$ cat src/rtl/reg_dump_uart.sv
// Register-file dump over 8N1 UART: walks regin from FIRST_REG to LAST_REG and
// prints each value as "II:HHHHHHHH\r\n" in uppercase ASCII hex.
//
// state     | meaning
// IDLE      | waiting for start, regin parked at 0
// SELECT    | regin driven, 2-cycle settle for the readout port
// CAPTURE   | latch regout into hold register, reset char counter
// LOAD      | form the byte for the current char
// START_BIT | tx low for one bit time
// DATA      | 8 data bits, LSB first
// STOP_BIT  | tx high for one bit time, then pick next char/register/finish
// FINISH    | one-cycle done pulse
module reg_dump_uart #(
    parameter int CLKS_PER_BIT = 434,
    parameter int FIRST_REG    = 0,
    parameter int LAST_REG     = 31
) (
    input  logic        clock,
    input  logic        reset,
    input  logic        start,
    output logic [4:0]  regin,
    input  logic [31:0] regout,
    output logic        tx,
    output logic        busy,
    output logic        done
);

    localparam logic [2:0] IDLE      = 3'd0;
    localparam logic [2:0] SELECT    = 3'd1;
    localparam logic [2:0] CAPTURE   = 3'd2;
    localparam logic [2:0] LOAD      = 3'd3;
    localparam logic [2:0] START_BIT = 3'd4;
    localparam logic [2:0] DATA      = 3'd5;
    localparam logic [2:0] STOP_BIT  = 3'd6;
    localparam logic [2:0] FINISH    = 3'd7;

    localparam int            CW       = $clog2(CLKS_PER_BIT);
    localparam logic [CW-1:0] BIT_LAST = CW'(CLKS_PER_BIT - 1);
    localparam logic [CW-1:0] CNT_ONE  = CW'(1);

    logic [2:0]    state_q, state_d;
    logic [CW-1:0] cnt_q, cnt_d;
    logic [2:0]    bit_q, bit_d;
    logic [3:0]    char_q, char_d;
    logic [4:0]    idx_q, idx_d;
    logic [4:0]    regin_q, regin_d;
    logic [31:0]   hold_q, hold_d;
    logic [7:0]    sh_q, sh_d;
    logic          tx_q, tx_d;
    logic          busy_q, busy_d;
    logic          done_q, done_d;

    logic [7:0]    char_byte;
    logic [2:0]    nib_idx;

    function automatic logic [7:0] hex_char(input logic [3:0] n);
        return (n < 4'd10) ? (8'h30 + {4'h0, n}) : (8'h37 + {4'h0, n});
    endfunction

    // chars 3..10 select hold nibbles 7..0
    assign nib_idx = 3'(4'd10 - char_q);

    always_comb begin
        case (char_q)
            4'd0:    char_byte = hex_char({3'b000, idx_q[4]});
            4'd1:    char_byte = hex_char(idx_q[3:0]);
            4'd2:    char_byte = 8'h3A;
            4'd11:   char_byte = 8'h0D;
            4'd12:   char_byte = 8'h0A;
            default: char_byte = hex_char(hold_q[{nib_idx, 2'b00} +: 4]);
        endcase
    end

    always_comb begin
        state_d = state_q;
        cnt_d   = cnt_q;
        bit_d   = bit_q;
        char_d  = char_q;
        idx_d   = idx_q;
        regin_d = regin_q;
        hold_d  = hold_q;
        sh_d    = sh_q;

        case (state_q)
            IDLE: begin
                if (start) begin
                    idx_d   = 5'(FIRST_REG);
                    regin_d = 5'(FIRST_REG);
                    cnt_d   = CNT_ONE;
                    state_d = SELECT;
                end
            end
            SELECT: begin
                if (cnt_q == '0) state_d = CAPTURE;
                else             cnt_d   = cnt_q - CNT_ONE;
            end
            CAPTURE: begin
                hold_d  = regout;
                char_d  = 4'd0;
                state_d = LOAD;
            end
            LOAD: begin
                sh_d    = char_byte;
                cnt_d   = BIT_LAST;
                state_d = START_BIT;
            end
            START_BIT: begin
                if (cnt_q == '0) begin
                    cnt_d   = BIT_LAST;
                    bit_d   = 3'd0;
                    state_d = DATA;
                end else begin
                    cnt_d = cnt_q - CNT_ONE;
                end
            end
            DATA: begin
                if (cnt_q == '0) begin
                    cnt_d = BIT_LAST;
                    sh_d  = {1'b0, sh_q[7:1]};
                    if (bit_q == 3'd7) state_d = STOP_BIT;
                    else               bit_d   = bit_q + 3'd1;
                end else begin
                    cnt_d = cnt_q - CNT_ONE;
                end
            end
            STOP_BIT: begin
                if (cnt_q == '0) begin
                    if (char_q < 4'd12) begin
                        char_d  = char_q + 4'd1;
                        state_d = LOAD;
                    end else if (idx_q < 5'(LAST_REG)) begin
                        idx_d   = idx_q + 5'd1;
                        regin_d = idx_q + 5'd1;
                        cnt_d   = CNT_ONE;
                        state_d = SELECT;
                    end else begin
                        state_d = FINISH;
                    end
                end else begin
                    cnt_d = cnt_q - CNT_ONE;
                end
            end
            FINISH: begin
                regin_d = 5'd0;
                state_d = IDLE;
            end
            default: state_d = IDLE;
        endcase

        // outputs decoded from the next state so they come straight off flops
        tx_d = 1'b1;
        if (state_d == START_BIT) tx_d = 1'b0;
        else if (state_d == DATA) tx_d = sh_d[0];
        busy_d = (state_d != IDLE);
        done_d = (state_d == FINISH);
    end

    always_ff @(posedge clock or negedge reset) begin
        if (!reset) begin
            state_q <= IDLE;
            cnt_q   <= '0;
            bit_q   <= '0;
            char_q  <= '0;
            idx_q   <= '0;
            regin_q <= '0;
            hold_q  <= '0;
            sh_q    <= '0;
            tx_q    <= 1'b1;
            busy_q  <= 1'b0;
            done_q  <= 1'b0;
        end else begin
            state_q <= state_d;
            cnt_q   <= cnt_d;
            bit_q   <= bit_d;
            char_q  <= char_d;
            idx_q   <= idx_d;
            regin_q <= regin_d;
            hold_q  <= hold_d;
            sh_q    <= sh_d;
            tx_q    <= tx_d;
            busy_q  <= busy_d;
            done_q  <= done_d;
        end
    end

    assign regin = regin_q;
    assign tx    = tx_q;
    assign busy  = busy_q;
    assign done  = done_q;

endmodule

$ cat config.mk
export PLATFORM = sky130hd
export DESIGN_NAME = reg_dump_uart
export DESIGN_NICKNAME = d
export VERILOG_FILES = /design/src/rtl/reg_dump_uart.sv
export SDC_FILE = /design/constraint.sdc
export NUM_CORES = 1
export LEC_CHECK = 0
export BUFFER_PORTS_ARGS = -buffer_cell sky130_fd_sc_hd__buf_2
export CAP_MARGIN = 0
export CELL_PAD_IN_SITES_DETAIL_PLACEMENT = 0
export CELL_PAD_IN_SITES_GLOBAL_PLACEMENT = 2
export CORE_UTILIZATION = 43
export CTS_BUF_LIST = sky130_fd_sc_hd__clkbuf_8
export DETAILED_ROUTE_END_ITERATION = 8
export PLACE_DENSITY_LB_ADDON = 0.1
export SYNTH_ARGS = -nofsm -noshare
export SYNTH_HDL_FRONTEND = slang
export SYNTH_SLANG_ARGS = --single-unit
$ cat constraint.sdc
create_clock -name clock -period 4.1 [get_ports clock]
set_input_delay 0.205 -clock clock [delete_from_list [all_inputs] [get_ports clock]]
set_output_delay 0.205 -clock clock [all_outputs]
set_load 0.01 [all_outputs]
Yosys cells after proc, flatten, opt, wreduce, memory -nomap -nowiden:

Cells that the tools add are included.

* register bits: 72
* input port bits: 35
* output and inout port bits: 8
* word-level logic and storage cells: 106

* add/subtract/negate cells: 10
* order comparisons: 4
* eq/ne operators: 26
* shift-type cells: 1
* mux-type cells: 36
* reduce and logical (&&, ||, !) cells: 17

Operators by type and width (count)
* 9-bit two-way mux: 6
* 9-bit case mux with 5 select lines: 1
* 7-bit case mux with 5 select lines: 1
* 3-bit two-way mux: 11
* 32-bit by 6-bit variable part select with 4-bit output: 1
* 6-bit by 4-bit adder with 7-bit output, first input constant: 4
* 3-bit == test, second input constant: 8
* 3-bit case mux with 8 select lines: 1
* 5-bit two-way mux: 4
* 2-bit inequality test, second input constant: 9
* 8-bit case mux with 2 select lines: 1
* 5-bit case mux with 3 select lines: 1
* 5-bit AND reduction: 3
* 7-bit two-way mux: 2
* 4-bit < comparator, second input constant: 3
* 5-bit case mux with 2 select lines: 1
* 9-bit logical NOT: 1
* 9-bit by 1-bit subtractor with 9-bit output, second input constant: 1
* 4-bit == test, second input constant: 2
* 4-bit two-way mux: 2
* 8-bit two-way mux: 1
* 4-bit case mux with 2 select lines: 1
* 2-bit nonzero test: 4
* 6-bit by 1-bit adder with 7-bit output, first input constant: 1
* 20 further kinds: 24

Longest topological paths before layout:

* depth after elaboration: 8
* depth in mapped cells: 12
* gate-level depth less buffers: 9

Worst setup path before layout:

Ideal clock, no wire load.

* kind: register -> register
* start point: reg char_q[0]
* end point: reg sh_q[2]
* setup time: 101 ps
* arrival: 2637 ps
* required time: 3999 ps
* path slack: 1362 ps
* cell stages (with the launch flop): 13
* buffers on the path: 3
* clock period less this slack: 2738 ps
* cell sequence: dfrtp_1 > buf_2 > inv_1 > ha_1 > buf_2 > buf_6 > mux2i_1 > mux4_2 > ha_1 > nor2b_1 > nor2_1 > a211oi_1 > o32ai_1

* cells in the longest elaborated chain, start to end: 6
* elaborated cells between the ends (all ways): 13
* those cells by class: add/sub (3); order compare (1); eq/ne (4); shift (1); mux (3); reduce/logical (1)

Ends and longest elaborated chain
* from (decl): line 44 `logic [3:0] char_q, char_d;`
* from (signal assigned): line 175 `char_q <= char_d;`
* 2-bit by 3-bit subtractor with 3-bit output: line 61 `assign nib_idx = 3'(4'd10 - char_q);`
* 32-bit by 6-bit variable part select with 4-bit output: line 70 `default: char_byte = hex_char(hold_q[{nib_idx, 2'b00} +: 4]);`
* 6-bit by 4-bit adder with 7-bit output or 4-bit < comparator (tied branches): line 57 `return (n < 4'd10) ? (8'h30 + {4'h0, n}) : (8'h37 + {4'h0, n});`
* 7-bit two-way mux: line 57
* 7-bit case mux with 5 select lines (*): line 64 `case (char_q)`
* 8-bit case mux with 2 select lines (*): line 84 `case (state_q)`
* to (signal assigned): line 167 `sh_q <= '0;`
* to (signal assigned): line 179 `sh_q <= sh_d;`
* to (decl): line 48 `logic [7:0] sh_q, sh_d;`

Every way passes the cells marked *; elsewhere a longest branch is shown, timed or not.
A chain may end at the register's enable or synchronous reset.

Final worst setup path:

Same ends and word-level chain as after synthesis.

==> flow_summary.json <==
{
  "outcome": "finished, final reports clean",
  "final_cell_mix": "dfrtp_1 (70), buf_2 (42), mux2_2 (33)",
  "worst-setup-path-type": "flop to flop",
  "vias_per_cell": 5.635,
  "dpl_worst_slack_ns": 0.9071,
  "powerDensity_nw_per_um2": 548.2,
  "cpMostUsedCell": "ha_1",
  "rows": 34,
  "die_area_sq_um": 9660,
  "fin_crit_sh": 0.7752,
  "critical_path.slowest_cell": "ha_1",
  "synthCells": 383,
  "slew_headroom": 0.2964,
  "hold_violations": 0,
  "die_y_um": 98.29,
  "synth_nets": 429,
  "core-area_sq_um": 8848,
  "grt_antenna_before_repair": 0,
  "fin_worst_skew_ns": 0.01101,
  "synth.distinct_cells": 58,
  "p_leak_nw": 2.024,
  "synth_area_sq_um": 3986,
  "seq_area_frac_synth": 0.4460,
  "max_stage_delay_ns": 0.73,
  "grt_pass1_vias": 2912,
  "wl_per_cell_um": 16.40,
  "dp_cells": 514,
  "detailed_place_hpwl_mm": 6.356,
  "root_buffer": "clkbuf_8",
  "worst_pin_slew_ns": 1.055,
  "syn-mean-instance-area_sq_um": 10.41,
  "layout-drive-gt1-share": 0.2637,
  "synth-edff-count": 0,
  "setup_viol": 0,
  "yosys.area.top_type_share": 0.4394,
  "clk-insertion-delay-late_ns": 0.35,
  "r2r_cells": 9,
  "cts_sinks": 71,
  "instances_no_fill": 529,
  "ys_top_cells_by_area": "dfrtp_1 (44%), mux2_2 (9.3%), mux2i_1 (4.3%), ha_1 (3.5%), mux4_2 (3.4%)",
  "grt_overflow": 0,
  "drv_cap": 0,
  "report.final.slew_viol_count": 0,
  "fin_util": 0.5093,
  "fin_crit_ns": 3.178,
  "syn2layout_area_growth_pct": 13.06,
  "ys_seq_elements": 71,
  "drtAntennaViolNets": 0,
  "rsz0062_at_grt": "no",
  "peakVddDrop_mv": 0.2062,
  "drtPass1Iterations": 5,
  "critPathLaunchType": "flop",
  "crit_required_ns": 4.35,
  "r2r_slack_ns": 0.92,
  "r2r-end": "sh_q[2]",
  "clock_path_buffers": 2,
  "yosys_warnings": 0,
  "cts_setup_buffers": 0,
  "ys_async_sr_fraction": 1.000,
  "place_congestion": 0.7693,
  "pin_count": 43,
  "cts_tree": "built",
  "clk_pin_slew_worst_paths_ns": 0.08,
  "grt_max_degree": 48,
  "htreeDepth": 3,
  "routed_wl_mm": 8.674,
  "grt_usage": 0.1962,
  "final_common_cell": "dfrtp_1",
  "power.total_mw": 2.471,
  "cp_max_fo": 13,
  "endpoint_kind": "flop",
  "cts_inserted_buffers": 9,
  "rr_startpoint": "char_q[0]",
  "cts_resized": 0,
  "finalSetupTns_ns": 0,
  "drc": 0,
  "setup_ws_ns": 0.9216,
  "dieWidth_um": 98.29,
  "fmax_mhz": 314.6,
  "path_cells": "inv_1 -> ha_1 -> mux2i_1 -> mux4_2 -> ha_1 -> nor2b_1 -> nor2_1 -> a211oi_1 -> o32ai_1",
  "yosysTopAreaCell": "dfrtp_1",
  "initial_utilization": 0.4505,
  "grt_pass1_wl_mm": 14.79,
  "nets": 463,
  "cp.arrival_ns": 3.43,
  "synth_ff_type": "dfrtp_1",
  "drt_iter0_drc": 72,
  "hp-class": "input pin to asynchronous set/reset pin",
  "antenna_cells": 0,
  "cts_hold_buf": 0,
  "vias": 2981,
  "portBuffers": 42
}
-- cells by family after synthesis --
| group | synth area share |
|---|---|
| mux | 0.1698 |
| xor+xnor | 0.01319 |
| buf+inv | 0.04300 |
| fa+ha+maj | 0.03453 |
| compound gates | 0.1648 |
| simple gates | 0.1287 |
| flops | 0.4460 |
-- layer usage --
metal	track usage	routed length, um	vias up
li1	-	-	1480
met5	0	0	-
met1	0.2626	4080	1438
met2	0.3212	4167	51
met4	0.06889	135	0
met3	0.03508	290	12
-- metrics by stage --
stage	cell area (sq um)	hold slack [ns]
global route	4507	0.07486
finish	4507	0.03836
CTS	4507	0.07268
floorplan	3986	-0.09059
global placement	4249	0.4364
detailed placement	4249	0.4414
-- where the power goes --
| part | internal (mW) | total (mW) | leakage [nW] | switching [mW] |
|---|---|---|---|---|
| clock network | 0.462 | 0.722 | 0.129 | 0.260 |
| logic | 0.325 | 0.728 | 0.949 | 0.403 |
| registers | 0.865 | 1.02 | 0.946 | 0.155 |
-- how the worst max path moves through the flow --
stage | from | to | slack, ns | cells past startpoint
floorplan | char_q[0] | sh_q[2] | 1.36 | 12
global route | char_q[0] | sh_q[2] | 0.67 | 9
global placement | char_q[0] | sh_q[2] | 1.10 | 9
finish | char_q[0] | sh_q[2] | 0.92 | 9
detailed placement | char_q[0] | sh_q[2] | 0.91 | 9
CTS | char_q[0] | sh_q[2] | 0.89 | 9
-- synthesized netlist by cell type, types with 4 or more instances --
| master | count |
|---|---|
| mux4_2 | 6 |
| nor3_1 | 11 |
| a22o_1 | 6 |
| ha_1 | 11 |
| o221ai_1 | 5 |
| inv_1 | 16 |
| mux2_2 | 33 |
| buf_2 | 5 |
| o21ai_1 | 6 |
| nand2b_1 | 4 |
| o21ai_0 | 18 |
| nand2_1 | 28 |
| nor2_1 | 25 |
| o2bb2ai_1 | 4 |
| mux2i_1 | 17 |
| a21oi_1 | 17 |
| nand3_1 | 14 |
| clkbuf_1 | 14 |
| a22oi_1 | 7 |
| a31oi_1 | 5 |
| dfrtp_1 | 70 |
-- area by class of cell --
cell class / count / area [sq um]
flip-flops and latches: 71 / 1778
well taps: 108 / 135.1
fillers: 839 / 4342
repair buffers: 45 / 232.7
inverters: 17 / 63.81
clock buffers: 9 / 123.9
multi-input cells: 273 / 2039
clock inverters: 6 / 133.9
-- critical path, delay by kind of cell, from the launching register on --
family / cells / cell delay [ns]
and+or+nand+nor: 2 / 0.24
muxes: 2 / 0.74
buffers and inverters: 1 / 0.22
DFF: 1 / 0.57
adders and majority gates: 2 / 0.96
AOI/OAI and AO/OA: 2 / 0.35
-- flip-flops by register name, summed over array words and instances (netlist names) --
register  count
bit_q         3
done          1
idx_q         5
busy          1
char_q        4
cnt_q         9
tx            1
hold_q       32
regin         5
state_q       3
sh_q          7
(Power assumes the default switching activity.)
